### src/rtl/muldiv_pkg.sv
// Shared definitions for the RV32M multiply/divide sequencer.
// Holds the funct3 operation codes, the FSM state encoding, the iteration
// count and counter width, plus small decode helpers used at accept time.
package muldiv_pkg;

  localparam int unsigned ITER  = 32;
  localparam int unsigned CNT_W = 5;

  typedef enum logic [2:0] {
    OP_MUL    = 3'b000,
    OP_MULH   = 3'b001,
    OP_MULHSU = 3'b010,
    OP_MULHU  = 3'b011,
    OP_DIV    = 3'b100,
    OP_DIVU   = 3'b101,
    OP_REM    = 3'b110,
    OP_REMU   = 3'b111
  } op_e;

  typedef enum logic [1:0] {
    IDLE = 2'd0,
    CALC = 2'd1,
    FIX  = 2'd2,
    DONE = 2'd3
  } state_e;

  // rs1 is interpreted as signed for these operations
  function automatic logic op_signed_a(input op_e op);
    return op inside {OP_MUL, OP_MULH, OP_MULHSU, OP_DIV, OP_REM};
  endfunction

  // rs2 is interpreted as signed for these operations
  function automatic logic op_signed_b(input op_e op);
    return op inside {OP_MUL, OP_MULH, OP_DIV, OP_REM};
  endfunction

  function automatic logic op_is_div(input op_e op);
    return op inside {OP_DIV, OP_DIVU, OP_REM, OP_REMU};
  endfunction

endpackage

### src/rtl/muldiv_if.sv
// Request/response bundle between the execute stage and the sequencer.
//   in_valid/in_ready   : request handshake, in_op (funct3), in_a (rs1), in_b (rs2)
//   out_valid/out_ready : result handshake, out_result
// master = execute stage (requester), slave = sequencer.
interface muldiv_if #(
  parameter int unsigned XLEN = 32
);
  logic            in_valid;
  logic            in_ready;
  logic [2:0]      in_op;
  logic [XLEN-1:0] in_a;
  logic [XLEN-1:0] in_b;
  logic            out_valid;
  logic            out_ready;
  logic [XLEN-1:0] out_result;

  modport master (
    output in_valid, in_op, in_a, in_b, out_ready,
    input  in_ready, out_valid, out_result
  );

  modport slave (
    input  in_valid, in_op, in_a, in_b, out_ready,
    output in_ready, out_valid, out_result
  );
endinterface

### src/rtl/muldiv_step.sv
// One iteration of the multi-cycle multiply/divide datapath (combinational).
//   i_acc     : 64-bit accumulator ({hi, lo})
//   i_operand : multiplicand magnitude (multiply)
//   i_divisor : divisor magnitude (divide)
//   i_is_div  : 1 = restoring divide step, 0 = shift-add multiply step
//   o_acc     : accumulator after the step
// Multiply: lo holds the remaining multiplier bits; hi accumulates the
// partial product and the pair shifts right, so after XLEN steps acc is the
// full product. Divide: acc = {rem, quot}; shift left, subtract the divisor
// from rem when it fits and shift a 1 into the quotient.
module muldiv_step #(
  parameter int unsigned XLEN = 32
) (
  input  logic [2*XLEN-1:0] i_acc,
  input  logic [XLEN-1:0]   i_operand,
  input  logic [XLEN-1:0]   i_divisor,
  input  logic              i_is_div,
  output logic [2*XLEN-1:0] o_acc
);

  logic [XLEN:0]   w_sum;
  logic [2*XLEN:0] w_sh;
  logic [XLEN:0]   w_rem_sh;
  logic [XLEN-1:0] w_diff;

  always_comb begin
    w_sum    = {1'b0, i_acc[2*XLEN-1:XLEN]} + (i_acc[0] ? {1'b0, i_operand} : '0);
    w_sh     = {i_acc, 1'b0};
    // shifted remainder needs one extra bit before the compare
    w_rem_sh = w_sh[2*XLEN:XLEN];
    w_diff   = w_rem_sh[XLEN-1:0] - i_divisor;
    if (i_is_div) begin
      if (w_rem_sh >= {1'b0, i_divisor}) begin
        o_acc = {w_diff, w_sh[XLEN-1:1], 1'b1};
      end else begin
        o_acc = w_sh[2*XLEN-1:0];
      end
    end else begin
      o_acc = {w_sum, i_acc[XLEN-1:1]};
    end
  end

endmodule

### src/rtl/muldiv_seq.sv
// Multi-cycle RV32M multiply/divide sequencer.
//   clk   : core clock, rising edge
//   rst_n : asynchronous active-low reset
//   flush : synchronous abort of any operation in progress
//   bus   : muldiv_if slave (request in_*, result out_*)
// Operands are converted to magnitudes at accept, the iterative step runs for
// ITER cycles, the sign is fixed up in FIX, and the result is held in DONE
// until consumed. Divide-by-zero and signed overflow finish directly at accept.
module muldiv_seq
  import muldiv_pkg::*;
#(
  parameter int unsigned XLEN = 32
) (
  input logic     clk,
  input logic     rst_n,
  input logic     flush,
  muldiv_if.slave bus
);

  state_e            r_state, w_state_nxt;
  logic [CNT_W-1:0]  r_cnt;
  op_e               r_op;
  logic              r_sign_a, r_sign_b;
  logic [XLEN-1:0]   r_mag_a, r_mag_b;
  logic [2*XLEN-1:0] r_acc;
  logic [XLEN-1:0]   r_result;

  logic              w_accept;
  op_e               w_in_op;
  logic              w_in_sa, w_in_sb;
  logic [XLEN-1:0]   w_in_mag_a, w_in_mag_b;
  logic              w_special;
  logic [XLEN-1:0]   w_special_res;
  logic [2*XLEN-1:0] w_acc_step;
  logic              w_mul_neg;
  logic [2*XLEN-1:0] w_prod_fix;
  logic [XLEN-1:0]   w_quot_fix, w_rem_fix;
  logic [XLEN-1:0]   w_fix_res;

  localparam logic [XLEN-1:0] MIN_NEG = {1'b1, {(XLEN-1){1'b0}}};

  // Request decode: signedness, magnitudes and the early-exit cases
  always_comb begin
    w_in_op       = op_e'(bus.in_op);
    w_in_sa       = op_signed_a(w_in_op) & bus.in_a[XLEN-1];
    w_in_sb       = op_signed_b(w_in_op) & bus.in_b[XLEN-1];
    w_in_mag_a    = w_in_sa ? -bus.in_a : bus.in_a;
    w_in_mag_b    = w_in_sb ? -bus.in_b : bus.in_b;
    w_special     = 1'b0;
    w_special_res = '0;
    if (op_is_div(w_in_op)) begin
      if (bus.in_b == '0) begin
        w_special     = 1'b1;
        w_special_res = (w_in_op inside {OP_REM, OP_REMU}) ? bus.in_a : '1;
      end else if ((w_in_op inside {OP_DIV, OP_REM}) &&
                   (bus.in_a == MIN_NEG) && (bus.in_b == '1)) begin
        w_special     = 1'b1;
        w_special_res = (w_in_op == OP_DIV) ? MIN_NEG : '0;
      end
    end
  end

  // Next state and handshake outputs; flush overrides everything
  always_comb begin
    w_state_nxt   = r_state;
    w_accept      = 1'b0;
    bus.in_ready  = (r_state == IDLE);
    bus.out_valid = (r_state == DONE);
    if (flush) begin
      w_state_nxt = IDLE;
    end else begin
      case (r_state)
        IDLE: begin
          if (bus.in_valid) begin
            w_accept    = 1'b1;
            w_state_nxt = w_special ? DONE : CALC;
          end
        end
        CALC: if (r_cnt == CNT_W'(ITER - 1)) w_state_nxt = FIX;
        FIX:  w_state_nxt = DONE;
        DONE: if (bus.out_ready) w_state_nxt = IDLE;
        default: w_state_nxt = IDLE;
      endcase
    end
  end

  assign bus.out_result = r_result;

  muldiv_step #(.XLEN(XLEN)) u_step (
    .i_acc     (r_acc),
    .i_operand (r_mag_a),
    .i_divisor (r_mag_b),
    .i_is_div  (op_is_div(r_op)),
    .o_acc     (w_acc_step)
  );

  // Sign fix-up: the high product half comes from the negated 64-bit value
  always_comb begin
    w_mul_neg  = (r_op == OP_MULHSU) ? r_sign_a : (r_sign_a ^ r_sign_b);
    w_prod_fix = w_mul_neg ? -r_acc : r_acc;
    w_quot_fix = (r_sign_a ^ r_sign_b) ? -r_acc[XLEN-1:0] : r_acc[XLEN-1:0];
    w_rem_fix  = r_sign_a ? -r_acc[2*XLEN-1:XLEN] : r_acc[2*XLEN-1:XLEN];
    case (r_op)
      OP_MUL:                       w_fix_res = w_prod_fix[XLEN-1:0];
      OP_MULH, OP_MULHSU, OP_MULHU: w_fix_res = w_prod_fix[2*XLEN-1:XLEN];
      OP_DIV, OP_DIVU:              w_fix_res = w_quot_fix;
      default:                      w_fix_res = w_rem_fix;
    endcase
  end

  always_ff @(posedge clk or negedge rst_n) begin
    if (!rst_n) begin
      r_state <= IDLE;
    end else begin
      r_state <= w_state_nxt;
    end
  end

  always_ff @(posedge clk or negedge rst_n) begin
    if (!rst_n) begin
      r_cnt    <= '0;
      r_op     <= OP_MUL;
      r_sign_a <= 1'b0;
      r_sign_b <= 1'b0;
      r_mag_a  <= '0;
      r_mag_b  <= '0;
      r_acc    <= '0;
      r_result <= '0;
    end else if (flush) begin
      r_cnt <= '0;
    end else if (w_accept) begin
      r_op     <= w_in_op;
      r_sign_a <= w_in_sa;
      r_sign_b <= w_in_sb;
      r_mag_a  <= w_in_mag_a;
      r_mag_b  <= w_in_mag_b;
      r_cnt    <= '0;
      // multiply seeds lo with the multiplier, divide seeds quot with the dividend
      r_acc    <= {{XLEN{1'b0}}, op_is_div(w_in_op) ? w_in_mag_a : w_in_mag_b};
      if (w_special) r_result <= w_special_res;
    end else begin
      case (r_state)
        CALC: begin
          r_acc <= w_acc_step;
          r_cnt <= r_cnt + CNT_W'(1);
        end
        FIX:     r_result <= w_fix_res;
        default: ;
      endcase
    end
  end

endmodule

### src/flat_wrapper.sv
// flat-port wrapper written by rule: the top's interface ports become plain ports
module muldiv_seq_flat import muldiv_pkg::*;
#(
  parameter int unsigned XLEN = 32
)
  (clk, rst_n, flush, bus_in_valid, bus_in_op, bus_in_a, bus_in_b, bus_out_ready, bus_in_ready, bus_out_valid, bus_out_result);
  muldiv_if #(.XLEN(XLEN)) bus_i ();
  input logic clk;
  input logic rst_n;
  input logic flush;
  input wire logic [$bits(bus_i.in_valid)-1:0] bus_in_valid;
  input wire logic [$bits(bus_i.in_op)-1:0] bus_in_op;
  input wire logic [$bits(bus_i.in_a)-1:0] bus_in_a;
  input wire logic [$bits(bus_i.in_b)-1:0] bus_in_b;
  input wire logic [$bits(bus_i.out_ready)-1:0] bus_out_ready;
  output wire logic [$bits(bus_i.in_ready)-1:0] bus_in_ready;
  output wire logic [$bits(bus_i.out_valid)-1:0] bus_out_valid;
  output wire logic [$bits(bus_i.out_result)-1:0] bus_out_result;
  assign bus_i.in_valid = bus_in_valid;
  assign bus_i.in_op = bus_in_op;
  assign bus_i.in_a = bus_in_a;
  assign bus_i.in_b = bus_in_b;
  assign bus_i.out_ready = bus_out_ready;
  assign bus_in_ready = bus_i.in_ready;
  assign bus_out_valid = bus_i.out_valid;
  assign bus_out_result = bus_i.out_result;
  muldiv_seq #(.XLEN(XLEN)) u_core (.clk(clk), .rst_n(rst_n), .flush(flush), .bus(bus_i));
endmodule
### config.mk
export PLATFORM = sky130hd
export DESIGN_NAME = muldiv_seq_flat
export DESIGN_NICKNAME = d
export VERILOG_FILES = /design/src/rtl/muldiv_pkg.sv /design/src/rtl/muldiv_if.sv /design/src/rtl/muldiv_step.sv /design/src/rtl/muldiv_seq.sv /design/src/flat_wrapper.sv
export SDC_FILE = /design/constraint.sdc
export NUM_CORES = 1
export LEC_CHECK = 0
export CORE_ASPECT_RATIO = 1.75
export CORE_MARGIN = 3
export CORE_UTILIZATION = 55
export CTS_BUF_LIST = sky130_fd_sc_hd__clkbuf_8
export CTS_CLUSTER_SIZE = 8
export DETAILED_ROUTE_END_ITERATION = 10
export PLACE_DENSITY_LB_ADDON = 0.1
export SYNTH_ARGS = -nofsm -noshare
export SYNTH_HDL_FRONTEND = slang
export SYNTH_SLANG_ARGS = --single-unit
### constraint.sdc
create_clock -name clk -period 5.1 [get_ports clk]
set_input_delay 0.765 -clock clk [delete_from_list [all_inputs] [get_ports clk]]
set_output_delay 0.765 -clock clk [all_outputs]
set_load 0.05 [all_outputs]
* Word level (Yosys, flattened, before mapping)
Cells that the tools add are included.
Word-level totals: bits in registers 172, input bits 72, output and inout bits 34, word-level logic and storage cells 102
Operators by class: $add $sub $neg 8, magnitude comparators 1, equality and inequality tests 23, muxes and demuxes 36, bitwise gates (word level) 4, reductions and logical operators 21
Operator list (count):
- 32-bit two-way mux | 14
- 64-bit two-way mux | 5
- 32-bit negator | 4
- 32-bit case mux with 3 select lines | 1
- 32-bit == test, second input constant | 2
- 64-bit negator | 1
- 32-bit by 33-bit adder with 33-bit output | 1
- 33-bit by 32-bit greater-or-equal comparator with 1-bit output | 1
- 32-bit zero test | 1
- 32-bit subtractor | 1
- 3-bit == test, second input constant | 8
- 5-bit two-way mux | 3
- 4-bit nonzero test | 3
- 2-bit two-way mux | 5
- 3-bit by 2-bit == test with 1-bit output, second input constant | 3
- 2-bit case mux with 4 select lines | 1
- 2-bit nonzero test | 4
- 1-bit two-way mux | 7
- 3-bit by 1-bit == test with 1-bit output, second input constant | 2
- 3-bit zero test | 2
- 3-bit inequality test, second input constant | 2
- 3-bit AND reduction | 2
- 5-bit by 1-bit adder with 5-bit output, second input constant | 1
- 5-bit == test, second input constant | 1
- 14 further kinds | 18

* Depth between registers and ports, before layout
depth in word-level cells 11, mapped depth 15

* By module
A second synthesis with hierarchy kept.
Unflattened totals: cell total of the unflattened synthesis 2017, area total of the unflattened synthesis 15835.2 sq um
By module, submodules not included:
- muldiv_seq | times used 1, cells an instance 1368, area each 11408.4 sq um, sequential area each 4304.1 sq um
- muldiv_step | times used 1, cells an instance 649, area each 4426.7 sq um, sequential area each 0.0 sq um

* Least setup slack after synthesis
OpenSTA, ideal clock, no wires.
path kind register -> register, from register u_core.r_acc[0], to register u_core.r_acc[61], setup time 0.122 ns, arrival 3.437 ns, path slack 1.541 ns, cell stages (with the launch flop) 16, clock period less this slack 3.559 ns, cell sequence dfrtp_1 > clkbuf_1 > clkbuf_1 > and2_1 > ha_1 > inv_1 > fa_1 > nand2b_1 > a21oi_1 > o2111ai_1 > a2111oi_0 > o2111ai_1 > a21oi_1 > o41ai_1 > nand3b_1 > a32o_1
Between the ends: cells in the longest elaborated chain, start to end 5
Ends and longest elaborated chain:
- start, declared | RTL line muldiv_seq.sv:25 | logic [2*XLEN-1:0] r_acc;
- start signal, assigned | RTL line muldiv_seq.sv:139 | r_acc <= {{XLEN{1'b0}}, op_is_div(w_in_op) ? w_in_mag_a : w_in_mag_b};
- start signal, assigned | RTL line muldiv_seq.sv:144 | r_acc <= w_acc_step;
- 32-bit two-way mux | RTL line muldiv_step.sv:27 | w_sum = {1'b0, i_acc[2*XLEN-1:XLEN]} + (i_acc[0] ? {1'b0, i_operand} : '0);
- 32-bit by 33-bit adder with 33-bit output | RTL line muldiv_step.sv:27
- 64-bit two-way mux | RTL line muldiv_step.sv:32 | if (i_is_div) begin
- 64-bit two-way mux | RTL line muldiv_seq.sv:142 | case (r_state)
- 64-bit two-way mux | RTL line muldiv_seq.sv:131 | end else if (w_accept) begin
No other way between the ends. The select of a mux whose other input is x is not followed. A chain may end at the register's enable or synchronous reset.

* Final worst setup path
Same ends and word-level chain as after synthesis.

==> flow_metrics.env <==
export IMPL_final_setup_tns_ns=0
export IMPL_wl_per_cell_um=24.1
export IMPL_crit_path_start="u_core.r_acc[0]"
export IMPL_stdcell_count=2620
export IMPL_max_cap_violations=0
export IMPL_synthCells=2235
export IMPL_clock_latency_ns=0.51
export IMPL_row_count=83
export IMPL_grt_start_max_net_pins=90
export IMPL_grt_pass1_vias=16206
export IMPL_r2r_end="u_core.r_acc[61]"
export IMPL_p_per_area_nw_per_um2=708
export IMPL_drtAntennaViolNets=0
export IMPL_min_period_ns=4.27
export IMPL_yosysSeqAreaShare_pct=25.8
export IMPL_p_leak_nw=7.62
export IMPL_wl_um=63000
export IMPL_rsz0062_at_grt="no"
export IMPL_cts_made_buffers=17
export IMPL_first_iter_violations=1851
export IMPL_place_inst=2588
export IMPL_arrival_ns=4.67
export IMPL_ys_ff_latch=172
export IMPL_synth_nets=2384
export IMPL_fill_cells=2770
export IMPL_dp_hpwl_um=48600
export IMPL_die_y_um=236
export IMPL_cp_endpoint="u_core.r_acc[61]"
export IMPL_status="finished, final reports clean"
export IMPL_core_um2=29600
export IMPL_post_synth_instance_area_um2=16700
export IMPL_hold_viol=0
export IMPL_ios=106
export IMPL_skew_ns=0.0182
export IMPL_vias=17190
export IMPL_synthArstFlopShare_pct=100
export IMPL_cp_max_fo=10
export IMPL_antenna_found_initial=0
export IMPL_r2r_start="u_core.r_acc[0]"
export IMPL_initial_core_util_pct=56.3
export IMPL_r2r_slack_ns=0.83
export IMPL_grt_pass1_wl_um=95400
export IMPL_synth_top_area_share_pct=25.8
export IMPL_root_buffer="clkbuf_8"
export IMPL_ys_warn_count=0
export IMPL_htreeDepth=4
export IMPL_synthToLayoutAreaGrowth_pct=9.40
export IMPL_max_freq_mhz=234
export IMPL_critPathLaunchType="flip-flop"
export IMPL_total_power_mw=12.9
export IMPL_hp_class="input pin to asynchronous set/reset pin"
export IMPL_synth_edf_count=0
export IMPL_dieArea_um2=32500
export IMPL_dieWidth_um=138
export IMPL_multi_input_comb_area_um2=11400
export IMPL_final_seq_area_um2=4310
export IMPL_worst_slew_pin_transition_ns=1.20
export IMPL_setup_violations=0
export IMPL_post_cts_buffers=0
export IMPL_clock_path_buffers=2
export IMPL_cts_sinks=172
export IMPL_relSlewSlack_pct=19.7
export IMPL_cts_hold_fix_buffers=0
export IMPL_nets=2374
export IMPL_antennaDiodeCount=0
export IMPL_synthTopCellsByArea="dfrtp_1, o21ai_0, nand2_1"
export IMPL_drt_vias_per_instance=6.56
export IMPL_io_buffers=105
export IMPL_end_kind="flip-flop"
export IMPL_yosysUniqueCellTypes=86
export IMPL_synth_avg_cell_area_um2=7.45
export IMPL_first_pass_iters=6
export IMPL_overflow=0
export IMPL_cts_tree="yes"
export IMPL_clkSlewWorstSetupHoldPaths_ns=0.09
export IMPL_synth_ff_type="dfrtp_1"
export IMPL_cts_repair_resized=0
export IMPL_crit_required_ns=5.50
export IMPL_peakVddDrop_uv=361
export IMPL_period_share_pct=83.8
export IMPL_slew_viol_final=0
export IMPL_criticalPathCategory="flip-flop to flip-flop"
export IMPL_yosys_area_top_type="dfrtp_1"
export IMPL_grt_util_all_layers_pct=38.5
export IMPL_gp_congestion=0.991
export IMPL_drive_gt1_share_pct=5.45
export IMPL_reg2reg_depth=13
export IMPL_drc=0
==> per-stage QoR <==
stage / cell area, um^2 / utilization, % / hold WS [ns] / setup WS [ns]
6_report: 18200 / 61.6 / 0.310 / 0.827
5_1_grt: 18200 / 61.6 / 0.343 / 0.518
4_1_cts: 18200 / 61.6 / 0.317 / 0.965
3_5_place_dp: 17800 / 60.3 / 0.462 / 0.936
3_3_place_gp: 17800 / 60.3 / 0.451 / 0.982
2_1_floorplan: 16700 / - / 0.438 / 1.54
==> layout by cell type, fill, tap and decap left out, types with 6 or more instances in the layout <==
| cell | n |
|---|---|
| o31ai_1 | 29 |
| o21ai_1 | 7 |
| nand4_1 | 33 |
| nand2b_1 | 20 |
| a221o_1 | 8 |
| inv_1 | 77 |
| mux2i_1 | 52 |
| xnor2_1 | 102 |
| nand2_1 | 284 |
| a22oi_1 | 6 |
| nand3_1 | 47 |
| a21o_1 | 32 |
| clkbuf_8 | 21 |
| nor3_1 | 51 |
| or3_1 | 15 |
| nor2b_1 | 6 |
| a21oi_1 | 158 |
| o21ai_0 | 247 |
| nor2_1 | 187 |
| or4_1 | 7 |
| and2_1 | 42 |
| o22ai_1 | 8 |
| o41ai_1 | 8 |
| ha_1 | 75 |
| o221ai_1 | 23 |
| and3_1 | 12 |
| nor4_1 | 22 |
| dfrtp_1 | 171 |
| a31oi_1 | 29 |
| a211oi_1 | 12 |
| o211ai_1 | 51 |
| buf_4 | 45 |
| clkdlybuf4s50_1 | 103 |
| xor2_1 | 106 |
| o21bai_1 | 6 |
| o21a_1 | 12 |
==> cells in the mapped netlist, types with 29 or more instances <==
| library cell | instances |
|---|---|
| xnor2_1 | 103 |
| nand3_1 | 47 |
| inv_1 | 77 |
| nand2_1 | 284 |
| ha_1 | 75 |
| a21oi_1 | 158 |
| nor2_1 | 189 |
| dfrtp_1 | 172 |
| o31ai_1 | 29 |
| xor2_1 | 106 |
| mux2i_1 | 52 |
| clkbuf_1 | 145 |
| a21o_1 | 32 |
| nor3_1 | 51 |
| a31oi_1 | 30 |
| nand4_1 | 33 |
| o211ai_1 | 51 |
| and2_1 | 42 |
| o21ai_0 | 247 |
==> how the worst min path moves through the flow <==
stage,endpoint,slack (ns),cells past startpoint
3_5_place_dp,u_core.r_mag_a[9],0.46,2
2_1_floorplan,u_core.r_mag_a[3],0.44,2
4_1_cts,u_core.r_acc[62],0.32,1
5_1_grt,u_core.r_acc[62],0.34,1
3_3_place_gp,u_core.r_mag_a[7],0.45,2
6_report,u_core.r_acc[62],0.31,1
==> sequential cells by signal, summed over array words and instances, names as in the netlist, 2 cells and up <==
| signal | count |
|---|---|
| u_core.r_mag_b | 32 |
| u_core.r_acc | 64 |
| u_core.r_cnt | 5 |
| u_core.bus.out_result | 32 |
| u_core.r_state | 2 |
| u_core.r_op | 3 |
| u_core.r_mag_a | 32 |
==> critical path, stage by stage, from the launching register on <==
cell,delay [ns]
dfrtp_1,0.49
and2_1,0.18
ha_1,0.19
inv_1,0.08
fa_1,0.38
nand2b_1,0.19
a21oi_1,0.26
o2111ai_1,0.19
a2111oi_0,0.90
o2111ai_1,0.39
a21oi_1,0.37
o41ai_1,0.15
nand3b_1,0.16
a32o_1,0.25
==> layout make-up <==
| class | count | area share [%] |
|---|---|---|
| multi-input cells | 1807 | 62.4 |
| flip-flops and latches | 172 | 23.6 |
| repair buffers | 150 | 7.62 |
| well taps | 382 | 2.62 |
| inverters | 77 | 1.59 |
| clock buffers | 20 | 1.51 |
| clock inverters | 12 | 0.618 |
==> routing by layer <==
layer / GRT usage (%) / wire length [um] / share of wire, % / vias up
li1: - / - / - / 7939
met1: 47.2 / 23800 / 38 / 8157
met2: 63.8 / 30400 / 48 / 891
met3: 5.29 / 4510 / 7.2 / 203
met4: 21.9 / 4280 / 6.8 / 0
met5: 0 / 0 / 0 / -
==> power breakdown <==
part	internal [mW]	leakage, nW	switching [mW]
combinational	3.41	5.25	5.68
clock	0.428	0.196	0.556
sequential	1.95	2.18	0.882
==> logic make-up (layout without fill, tap and decap cells) <==
| family | Yosys count | count (layout) | share of synthesized area (%) |
|---|---|---|---|
| AND/OR/NAND/NOR | 767 | 767 | 21.8 |
| AO/OA/AOI/OAI | 697 | 697 | 26.0 |
| buffers and inverters | 256 | 259 | 6.08 |
| XOR/XNOR | 209 | 209 | 11.0 |
| flip-flops | 172 | 172 | 25.8 |
| adder cells (fa/ha/maj) | 77 | 77 | 5.87 |
| multiplexers | 57 | 57 | 3.46 |
Power figures use the tool's default switching activity.
